**src/rtl/u_shape.sv**
```systemverilog
// u_shape: registered sprite geometry for one pixel per clock (U obstacle, player, double-sine bar field).
// Latency: one cycle from pix_x/pix_y (and geometry inputs) to the draw_* flags.
// Backpressure: none; a new pixel is accepted every clock and the flags are free-running.
//
// Ports:
//   clk, rst_n                        pixel clock, synchronous active-low reset
//   pix_x, pix_y                      current pixel coordinate
//   x_pos, y_pos, show_player         U position (y_pos also sets the player top row), player enable
//   x_offset, top_x/top_y,            bar-field scroll, left edge / top-band base row,
//   bottum_x/bottum_y                 right edge (exclusive) / bottom-band base row
//   bar_width, visible_width, height  bar period, lit pixels per period, band height
//   draw_U, draw_player,              registered per-shape draw flags
//   draw_double_sin
// Build option: define DOUBLE_SIN_BOTTOM_EN to include the bottom band of the bar field
// (the production build defines it); without it only the top band is drawn.
module u_shape #(
  parameter int U_W      = 48,
  parameter int U_H      = 48,
  parameter int U_T      = 8,
  parameter int PLAYER_X = 64,
  parameter int PLAYER_W = 16,
  parameter int PLAYER_H = 16
) (
  input  logic       clk,
  input  logic       rst_n,
  input  logic [9:0] pix_x,
  input  logic [9:0] pix_y,
  input  logic [9:0] x_pos,
  input  logic [9:0] y_pos,
  input  logic       show_player,
  input  logic [9:0] x_offset,
  input  logic [9:0] top_x,
  input  logic [9:0] top_y,
  input  logic [9:0] bottum_x,
  input  logic [9:0] bottum_y,
  input  logic [9:0] bar_width,
  input  logic [9:0] visible_width,
  input  logic [9:0] height,
  output logic       draw_U,
  output logic       draw_player,
  output logic       draw_double_sin
);

  // 11-bit views so that an upper bound like x_pos+U_W cannot wrap.
  logic [10:0] px11, py11, xp11, yp11;
  assign px11 = {1'b0, pix_x};
  assign py11 = {1'b0, pix_y};
  assign xp11 = {1'b0, x_pos};
  assign yp11 = {1'b0, y_pos};

  // ---------------- U obstacle ----------------
  logic       u_in_box;
  logic [9:0] dx, dy;
  logic       u_d;

  assign u_in_box = (px11 >= xp11) && (px11 < xp11 + 11'(U_W)) &&
                    (py11 >= yp11) && (py11 < yp11 + 11'(U_H));
  // Offsets are only meaningful inside the box, where they cannot wrap.
  assign dx  = pix_x - x_pos;
  assign dy  = pix_y - y_pos;
  assign u_d = u_in_box && ((dx < 10'(U_T)) ||
                            (dx >= 10'(U_W - U_T)) ||
                            (dy >= 10'(U_H - U_T)));

  // ---------------- Player ----------------
  logic player_d;
  assign player_d = show_player &&
                    (px11 >= 11'(PLAYER_X)) && (px11 < 11'(PLAYER_X + PLAYER_W)) &&
                    (py11 >= yp11) && (py11 < yp11 + 11'(PLAYER_H));

  // ---------------- Double sine bar field ----------------
  logic [9:0]  rel;
  logic [10:0] rem;
  logic [3:0]  quo;
  logic [9:0]  phase;

  // Scroll position inside the field; intentionally wraps modulo 1024.
  assign rel = pix_x - top_x + x_offset;

  // Restoring divider, one step per dividend bit. Only the low four quotient
  // bits are kept because they alone index the sine table. With bar_width=0
  // the result is meaningless, but the draw flag is forced low in that case.
  always_comb begin
    rem = '0;
    quo = '0;
    for (int i = 9; i >= 0; i--) begin
      rem = {rem[9:0], rel[i]};
      if (rem >= {1'b0, bar_width}) begin
        rem = rem - {1'b0, bar_width};
        if (i < 4) quo[i[1:0]] = 1'b1;
      end
    end
  end
  assign phase = rem[9:0];

  logic [7:0] lut_val;
  logic [7:0] sin_s;

  always_comb begin
    lut_val = 8'd128;
    case (quo)
      4'd0:  lut_val = 8'd128;
      4'd1:  lut_val = 8'd176;
      4'd2:  lut_val = 8'd218;
      4'd3:  lut_val = 8'd245;
      4'd4:  lut_val = 8'd255;
      4'd5:  lut_val = 8'd245;
      4'd6:  lut_val = 8'd218;
      4'd7:  lut_val = 8'd176;
      4'd8:  lut_val = 8'd128;
      4'd9:  lut_val = 8'd79;
      4'd10: lut_val = 8'd37;
      4'd11: lut_val = 8'd10;
      4'd12: lut_val = 8'd0;
      4'd13: lut_val = 8'd10;
      4'd14: lut_val = 8'd37;
      4'd15: lut_val = 8'd79;
      default: lut_val = 8'd128;
    endcase
  end
  // Vertical displacement 0..63.
  assign sin_s = lut_val >> 2;

  logic h_gate;
  assign h_gate = (pix_x >= top_x) && (pix_x < bottum_x) && (phase < visible_width);

  // Band sums are carried one bit wider so top_y+s+height cannot wrap either.
  logic [11:0] ty_lo, ty_hi;
  logic        top_band;
  assign ty_lo    = {2'b00, top_y} + {4'b0000, sin_s};
  assign ty_hi    = ty_lo + {2'b00, height};
  assign top_band = ({2'b00, pix_y} >= ty_lo) && ({2'b00, pix_y} < ty_hi);

  logic bar_d;

`ifdef DOUBLE_SIN_BOTTOM_EN
  // Bottom band grows upward from bottum_y, so its bounds may go negative.
  logic signed [11:0] by_hi, by_lo, by_lo_c, py_s;
  logic               bot_band;
  assign by_hi    = $signed({2'b00, bottum_y}) - $signed({4'b0000, sin_s});
  assign by_lo    = by_hi - $signed({2'b00, height});
  assign by_lo_c  = by_lo[11] ? 12'sd0 : by_lo;
  assign py_s     = $signed({2'b00, pix_y});
  assign bot_band = (py_s >= by_lo_c) && (py_s < by_hi);
  assign bar_d    = (bar_width != 10'd0) && h_gate && (top_band || bot_band);
`else
  logic unused_bottum_y;
  assign unused_bottum_y = ^bottum_y;
  assign bar_d = (bar_width != 10'd0) && h_gate && top_band;
`endif

  // ---------------- Output registers ----------------
  logic u_q, player_q, bar_q;

  always_ff @(posedge clk) begin
    if (!rst_n) begin
      u_q      <= 1'b0;
      player_q <= 1'b0;
      bar_q    <= 1'b0;
    end else begin
      u_q      <= u_d;
      player_q <= player_d;
      bar_q    <= bar_d;
    end
  end

  assign draw_U          = u_q;
  assign draw_player     = player_q;
  assign draw_double_sin = bar_q;

endmodule

```
**config.mk**
```make
export PLATFORM = sky130hd
export DESIGN_NAME = u_shape
export DESIGN_NICKNAME = d
export VERILOG_FILES = /design/src/rtl/u_shape.sv
export SDC_FILE = /design/constraint.sdc
export NUM_CORES = 1
export LEC_CHECK = 0
export BUFFER_PORTS_ARGS = -buffer_cell sky130_fd_sc_hd__buf_2
export CAP_MARGIN = 20
export CORE_ASPECT_RATIO = 0.75
export CORE_UTILIZATION = 42
export CTS_BUF_LIST = sky130_fd_sc_hd__clkbuf_4 sky130_fd_sc_hd__clkbuf_8
export CTS_CLUSTER_DIAMETER = 100
export DETAILED_ROUTE_END_ITERATION = 8
export HOLD_SLACK_MARGIN = 0.02
export RECOVER_POWER = 50
export SLEW_MARGIN = 10
export SYNTH_ARGS = -nofsm -noshare
export SYNTH_HDL_FRONTEND = slang
export SYNTH_SLANG_ARGS = --single-unit
```
**constraint.sdc**
```tcl
create_clock -name clk -period 57.7 [get_ports clk]
set_input_delay 11.54 -clock clk [delete_from_list [all_inputs] [get_ports clk]]
set_output_delay 11.54 -clock clk [all_outputs]
set_load 0.02 [all_outputs]
```
==> run summary, run 1 <==
The run finished with clean final reports. The largest stage delay on the critical path was 0.64 ns. The number of gates resized after cts was 0; the sum of buffers and inverters on the critical path was 9.

Cell at the slowest stage of the critical path: sky130_fd_sc_hd__a2111oi_4. The congestion estimate from routability-driven global placement came to 0.879. The multi-input gate area in the final layout is 0.00862 mm2. Endpoint kind of the worst setup timing path: a register.

sky130_fd_sc_hd__ha_1 is the most common cell in the netlist. Setup repair after global routing left no endpoint under its margin. The global-route wire length before repair is 41,900 um.

The number of cells produced by synthesis is 1,209, and the mean post-synth cell area is 7.70 um2. The cell that appears most often on the critical path is sky130_fd_sc_hd__ha_1. H-tree depth: 1. The via count normalized by instance count is 5.47. The minimum clock period after layout was 44.65 ns; the net count of the finished layout was 1,680. After detailed routing, the number of remaining DRC violations is 0. In the synthesized netlist the dominant register cell turns out to be sky130_fd_sc_hd__dfxtp_1.

The tools report the iteration-0 DRC count of the detailed router as 535. STA classifies the critical path startpoint as an input port. The clock passes through at most 2 buffers.

OpenSTA, run right after detailed placement, puts the worst setup slack at 13.31 ns. Share of layout cells above drive strength 1: 0.145. The core region is 0.0214 mm2. The via count of the first global-routing pass came out at 8,157. By area the synthesized netlist is led by sky130_fd_sc_hd__ha_1, sky130_fd_sc_hd__xnor2_1, sky130_fd_sc_hd__inv_1. The period utilization works out to 0.774. The logs give 0 for the number of hold-slack violations in the final timing report and 1,565 for the number of nets in the synthesized netlist.

The register cell area after layout is 60.1 um2, and the post-route antenna net violation count is 0. The global-route usage over all layers was 0.225; the number of CTS-inserted buffers was 3. The final max-slew violation count is 0, and the transition time of the tightest slew-check pin is 0.837 ns. For the detailed placer's ending HPWL, the log shows 22,000 um. Grouping stages by cell kind, the critical path spends the most delay in compound AO/OA/AOI/OAI gates. The starting density of the core was 0.435; the average wire per cell in the routed design was 15.8 um.

The final worst slack was 13.05 ns; the synthesis warning total was 0. For the final routed database, the setup TNS stands at 0 ns. For this design, the CTS-stage hold fixing added 0 buffers. The tools report the initial antenna violation count as 0. Buffers placed on the I/O ports in this run total 115. The logs give 0 for the total grt overflow and 0 for the post-CTS repair timing setup buffer count. For this design the top-level I/O count stands at 126. Clock tree synthesis found a total of 3 sinks. The run gives 0.00646 as the share of the yosys chip area belonging to registers. The pre-antenna-repair detailed-routing pass consisted of 7 iterations.

The final wirelength is 25,500 um. Of all cell types, the one taking the most synthesized area is sky130_fd_sc_hd__ha_1. The highest clock frequency the design can meet is 0.0224 GHz. The horizontal die dimension works out to 174 um.

The logs give 0.428 for the worst slew margin relative to its limit and 20 for the maximum number of pins on one net before global-route repair. 0 antenna diodes ended up in the layout. The tightest min-delay check is of the input port to register type. On the final layout, the worst hold slack is 11.64 ns. The filler cells instantiated in the layout total 2,197.

The number of synthesized flops with an enable pin is 0. The flop and latch count out of synthesis is 3, and the top cell type's share of synthesized area is 0.285. The logs give 57.82 ns for the required time of the worst setup path and 44.77 ns for the arrival time reported for the critical path endpoint. The root buffer cell chosen for the clock tree is sky130_fd_sc_hd__clkbuf_8. The worst setup path is of the input port to register kind. The fraction of registers with async set or reset after synthesis was 0. Clock-pin slew was measured on the worst setup and hold paths at 0.03 ns. Summing over every cut layer, the via total after detailed routing is 8,817. The vertical die dimension was 131 um. The post-route core utilization came out at 0.479. TritonCTS built the clock tree. The largest fanout on the critical path is 19. Count of final setup violators: 0. By count the netlist is led by sky130_fd_sc_hd__ha_1, sky130_fd_sc_hd__inv_1, sky130_fd_sc_hd__a21oi_1.

The logs give 83 for the number of distinct library cell variants in the gate-level netlist after synthesis and 0 for the max-capacitance violation count. After synthesis the cells add up to 0.00930 mm2. Signed area change from the synthesized netlist to the final layout: 10.2%. The floorplan step defined a die boundary enclosing 0.0228 mm2. Row generation in the floorplan step produced 46 rows.
## final timing paths
check | startpoint | end | slack (ns) | depth (start not counted)
worst max-delay path | pix_x[1] | draw_double_sin$_SDFF_PN0_ | 13.05 | 135
worst min-delay path | rst_n | draw_U$_SDFF_PN0_ | 11.64 | 3
## through the flow
| step | cells | cell area (um2) |
|---|---|---|
| final | 1611 | 10200 |
| after global routing | 1611 | 10200 |
| after CTS | 1611 | 10300 |
| after detailed placement | 1607 | 10200 |
| after global placement | 1607 | 10200 |
| after floorplan | 1209 | 9300 |
## cell usage in the layout (no fill, tap or decap), types with 30 or more instances in the layout
cell and count:
sky130_fd_sc_hd__o21ai_0 62, sky130_fd_sc_hd__nor2b_1 34, sky130_fd_sc_hd__ha_1 212, sky130_fd_sc_hd__nor2_1 72, sky130_fd_sc_hd__a21oi_1 98, sky130_fd_sc_hd__mux2_2 36, sky130_fd_sc_hd__nand2_1 58, sky130_fd_sc_hd__xnor2_1 76
sky130_fd_sc_hd__a21o_1 62, sky130_fd_sc_hd__inv_1 151, sky130_fd_sc_hd__xor2_1 30, sky130_fd_sc_hd__buf_2 112
## worst min-delay path, stage by stage
cell	delay, ns
sky130_fd_sc_hd__buf_2	0.11
sky130_fd_sc_hd__o21ai_0	0.09
sky130_fd_sc_hd__nor4_1	0.06
## flip-flops by register name, summed over array words and instances (netlist names)
name / count
draw_U: 1
draw_double_sin: 1
draw_player: 1
## routing by layer
layer  routed length, um  GRT usage  vias to the layer above
met5                   0          0                        -
met4                  65     0.0155                        0
met3                1300     0.0150                        6
met2                9700      0.334                      234
met1               14400      0.360                     3970
li1                    -          -                     4607
## final cells by class
class                      instances  area share
clock buffer                       4     0.00476
sequential                         3     0.00586
multi-input combinational       1047       0.841
tap                              288      0.0352
inverter                         152      0.0557
timing repair buffer             117      0.0573
## logic make-up after synthesis
| kind of cell | synth area share |
|---|---|
| compound gates | 0.251 |
| mux | 0.0800 |
| simple gates | 0.165 |
| buf+inv | 0.0668 |
| fa+ha+maj | 0.330 |
| flops | 0.00646 |
| xor+xnor | 0.0998 |
Power of run 1 is left out: the tool's default activity adds up to more than one toggle a clock period on the data nets, which glitch-free logic cannot reach.
==> inputs of run 2 (changes only) <==
ABC_AREA = 1   (was unset)
clock period = 40.3 ns   (was 57.7 ns; I/O delays follow)
==> run 2 against run 1 <==
Compared with the run above: flip-flop and latch count stayed put; cell count rose by 14%; critical path depth up 26; first-iteration DRC count up 2.8%; setup slack worse by 7.1 ns; final area grew 0.16%; global-route usage decreased by 0.73 points; hold slack worse by 3.5 ns.
==> run summary, run 2 <==
Together, buffers and inverters on the worst path number 19. The worst setup path is captured at a register. The average wire per cell in the routed design is 13.7 um, and the count of final setup violators is 0. By area the synthesized netlist is led by sky130_fd_sc_hd__ha_1, sky130_fd_sc_hd__nand2_1, sky130_fd_sc_hd__inv_1.

For the number of sinks driven by the clock tree, the log shows 3. The placement-stage cell area is 0.0102 mm2, and the total grt overflow is 0. The tools report the routed length on met3 as 758 um. The critical path depth is 161. The top cell type's share of synthesized area came out at 0.284. The number of nets in the synthesized netlist is 1,788. The setup path with the least slack is of type input port to register. The count of buffers inserted at the top-level ports is 115.

In this run the standard cell core region covers 0.0215 mm2. Library cell with the highest instance count after synthesis: sky130_fd_sc_hd__nand2_1. The congestion estimate from routability-driven global placement came to 0.883. The tools report the post-route standard cell area excluding fillers as 0.0103 mm2. The commonest cells after synthesis are sky130_fd_sc_hd__nand2_1, sky130_fd_sc_hd__inv_1, sky130_fd_sc_hd__ha_1. Adding up every negative setup slack in the final design gives 0 ns. Entering global routing, the biggest net connects 23 pins.

Routed signal wires occupy layers up through met4. Leaving out fill and tap cells, the most frequent cells in the layout are sky130_fd_sc_hd__nand2_1, sky130_fd_sc_hd__inv_1, sky130_fd_sc_hd__ha_1. TritonCTS built the clock tree. The overall die area was 0.0228 mm2. The cell area that synthesis handed to floorplanning was 0.00934 mm2. The sum of routed wire segments on met1 is 14,200 um, and the count of fill cells added during filler insertion is 2,302. The share of the yosys chip area belonging to registers was 0.00643.

Setup repair after global routing left no endpoint under its margin. The share of layout cells above drive strength 1 works out to 0.111. Number of CTS-inserted buffers: 3.

At the worst endpoint, the required time is 40.39 ns. The run gives 41,800 um as the global-route wire length before repair. In the routed design, unresolved DRC markers number 0. Along the worst path, the maximum fanout reaches 22. The number of cells produced by synthesis was 1,432. The most common cell after layout, fill and taps aside is sky130_fd_sc_hd__nand2_1.

STA classifies the critical path startpoint as an input port. Before antenna repair, the detailed router went through 5 iterations. Clock-pin slew was measured on the worst setup and hold paths at 0.03 ns.

The fraction of registers with async set or reset after synthesis works out to 0. In this run the count of I/O pins placed on the die edge is 126. The area growth from synthesis to layout is 9.91%. Subtracting the final worst setup slack from the clock period gives 34.33 ns. For this run, the top clock speed supported by timing is 0.0291 GHz.

After clock tree synthesis, the setup repair step added 0 buffers. The count of hold-fix buffers inserted at cts is 0, and the number of distinct library cell variants in the gate-level netlist after synthesis is 58. The global-route usage over all layers was 0.218.

Number of hold-slack violations in the final timing report: 0. The final max-slew violation count was 0; the final wirelength was 25,000 um. The period utilization was 0.852. The mean post-synth cell area is 6.52 um2, and the flop and latch count out of synthesis is 3.

Most frequent cell on the critical path: sky130_fd_sc_hd__nand2_1. The cell sitting at the root of the clock tree is a sky130_fd_sc_hd__clkbuf_8. For the worst slew margin relative to its limit, the log shows 0.465. Cell at the slowest stage of the critical path: sky130_fd_sc_hd__fa_1.

Yosys printed 0 warnings. In this run the horizontal extent of the chip is 174 um. In this run the vertical extent of the chip is 131 um. For the pin with the worst max-slew slack, the measured transition is 0.802 ns. Counting flops with a built-in enable in the synthesized netlist gives 0. The logs give 550 for the iteration-0 DRC count of the detailed router and 10,000 um for the wire length on met2. Among all flip-flop cells after synthesis, the most frequent one is sky130_fd_sc_hd__dfxtp_1. The clock passes through at most 2 buffers. Post-CTS repair changed the size of 0 cells.

The arrival time reported for the critical path endpoint was 34.43 ns. The library cell with the largest summed area after synthesis was sky130_fd_sc_hd__ha_1. Start point of the critical path: pix_x[6].

Capture point of the critical path: draw_double_sin$_SDFF_PN0_. The tightest min-delay check is of the input port to register type. The largest single stage delay on the critical path is 0.54 ns. The via count normalized by instance count came out at 5.07. The run finished with clean final reports. Max-cap violations in this run came to 0. The run gives 8,530 as the via count of the first global-routing pass.

The H-tree depth is 1. The antenna diode count was 0; the net count of the finished layout was 1,901. The initial antenna violation count was 0; the post-route core utilization was 0.478. The kind of cell with the highest combined delay along the critical path is compound AO/OA/AOI/OAI gates.

The routed layout has 9,284 vias. For the post-route antenna net violation count, the log shows 0. The initialized floorplan defines 46 standard-cell rows.

The run gives 0.435 as the starting density of the core. The HPWL after detailed placement is 22,000 um. Tightest hold margin: 8.10 ns.
run 2: cell types whose count changed after synthesis, moves of 13 or more:
cell / before / now
sky130_fd_sc_hd__nor2b_1: 34 / 0
sky130_fd_sc_hd__a21o_1: 62 / 4
sky130_fd_sc_hd__xor2_1: 30 / 89
sky130_fd_sc_hd__inv_1: 151 / 254
sky130_fd_sc_hd__nand2b_1: 29 / 0
sky130_fd_sc_hd__mux2_2: 36 / 1
sky130_fd_sc_hd__a21oi_1: 98 / 120
sky130_fd_sc_hd__nand2_1: 58 / 282
sky130_fd_sc_hd__o21bai_1: 10 / 31
sky130_fd_sc_hd__o21ai_2: 0 / 13
sky130_fd_sc_hd__nand3_1: 17 / 69
sky130_fd_sc_hd__o21ai_1: 1 / 20
sky130_fd_sc_hd__xnor2_1: 76 / 26
run 2: logic make-up (layout without fill, tap and decap cells):
logic type                 count (synthesis)  after routing  share of synthesized area
and+or+nand+nor                          514            514                      0.252
AOI/OAI and AO/OA                        295            295                      0.188
buffers and inverters                    268            380                      0.112
adders and majority gates                233            233                      0.329
xor gates and xnor gates                 115            115                      0.108
muxes                                      4              4                    0.00442
DFF                                        3              3                    0.00643
run 2: worst min path at each step:
stage,from,end,cells after the start,slack (ns)
2_1_floorplan,show_player,draw_player$_SDFF_PN0_,2,8.21
3_3_place_gp,show_player,draw_player$_SDFF_PN0_,3,8.33
3_5_place_dp,show_player,draw_player$_SDFF_PN0_,3,8.33
4_1_cts,show_player,draw_player$_SDFF_PN0_,3,8.10
5_1_grt,show_player,draw_player$_SDFF_PN0_,3,8.11
6_report,show_player,draw_player$_SDFF_PN0_,3,8.10
run 2: per-stage QoR:
step | std cells | setup WS (ns)
final | 1832 | 5.97
after CTS | 1832 | 6.25
after global routing | 1832 | 3.05
after detailed placement | 1828 | 6.12
after global placement | 1828 | 6.28
after floorplan | 1432 | 10.17
run 2: worst min-delay path: cells and delay by family:
family / cells / cell delay (ns)
buffers and inverters: 1 / 0.10
AND/OR/NAND/NOR: 2 / 0.11
run 2: layout make-up:
cell class / count / area [um2] / share of cell area
Multi-Input combinational cell: 1161 / 8240 / 0.802
Inverter: 261 / 987 / 0.0962
Sequential cell: 3 / 60.1 / 0.00585
Clock buffer: 4 / 48.8 / 0.00475
Timing Repair Buffer: 115 / 572 / 0.0557
Tap cell: 288 / 360 / 0.0351
run 2: per-layer routing:
layer	vias up	track usage
met1	4114	0.351
met5	-	0
li1	5016	-
met4	0	0.0132
met3	6	0.00839
met2	148	0.324
Power of run 2 is left out for the same reason.
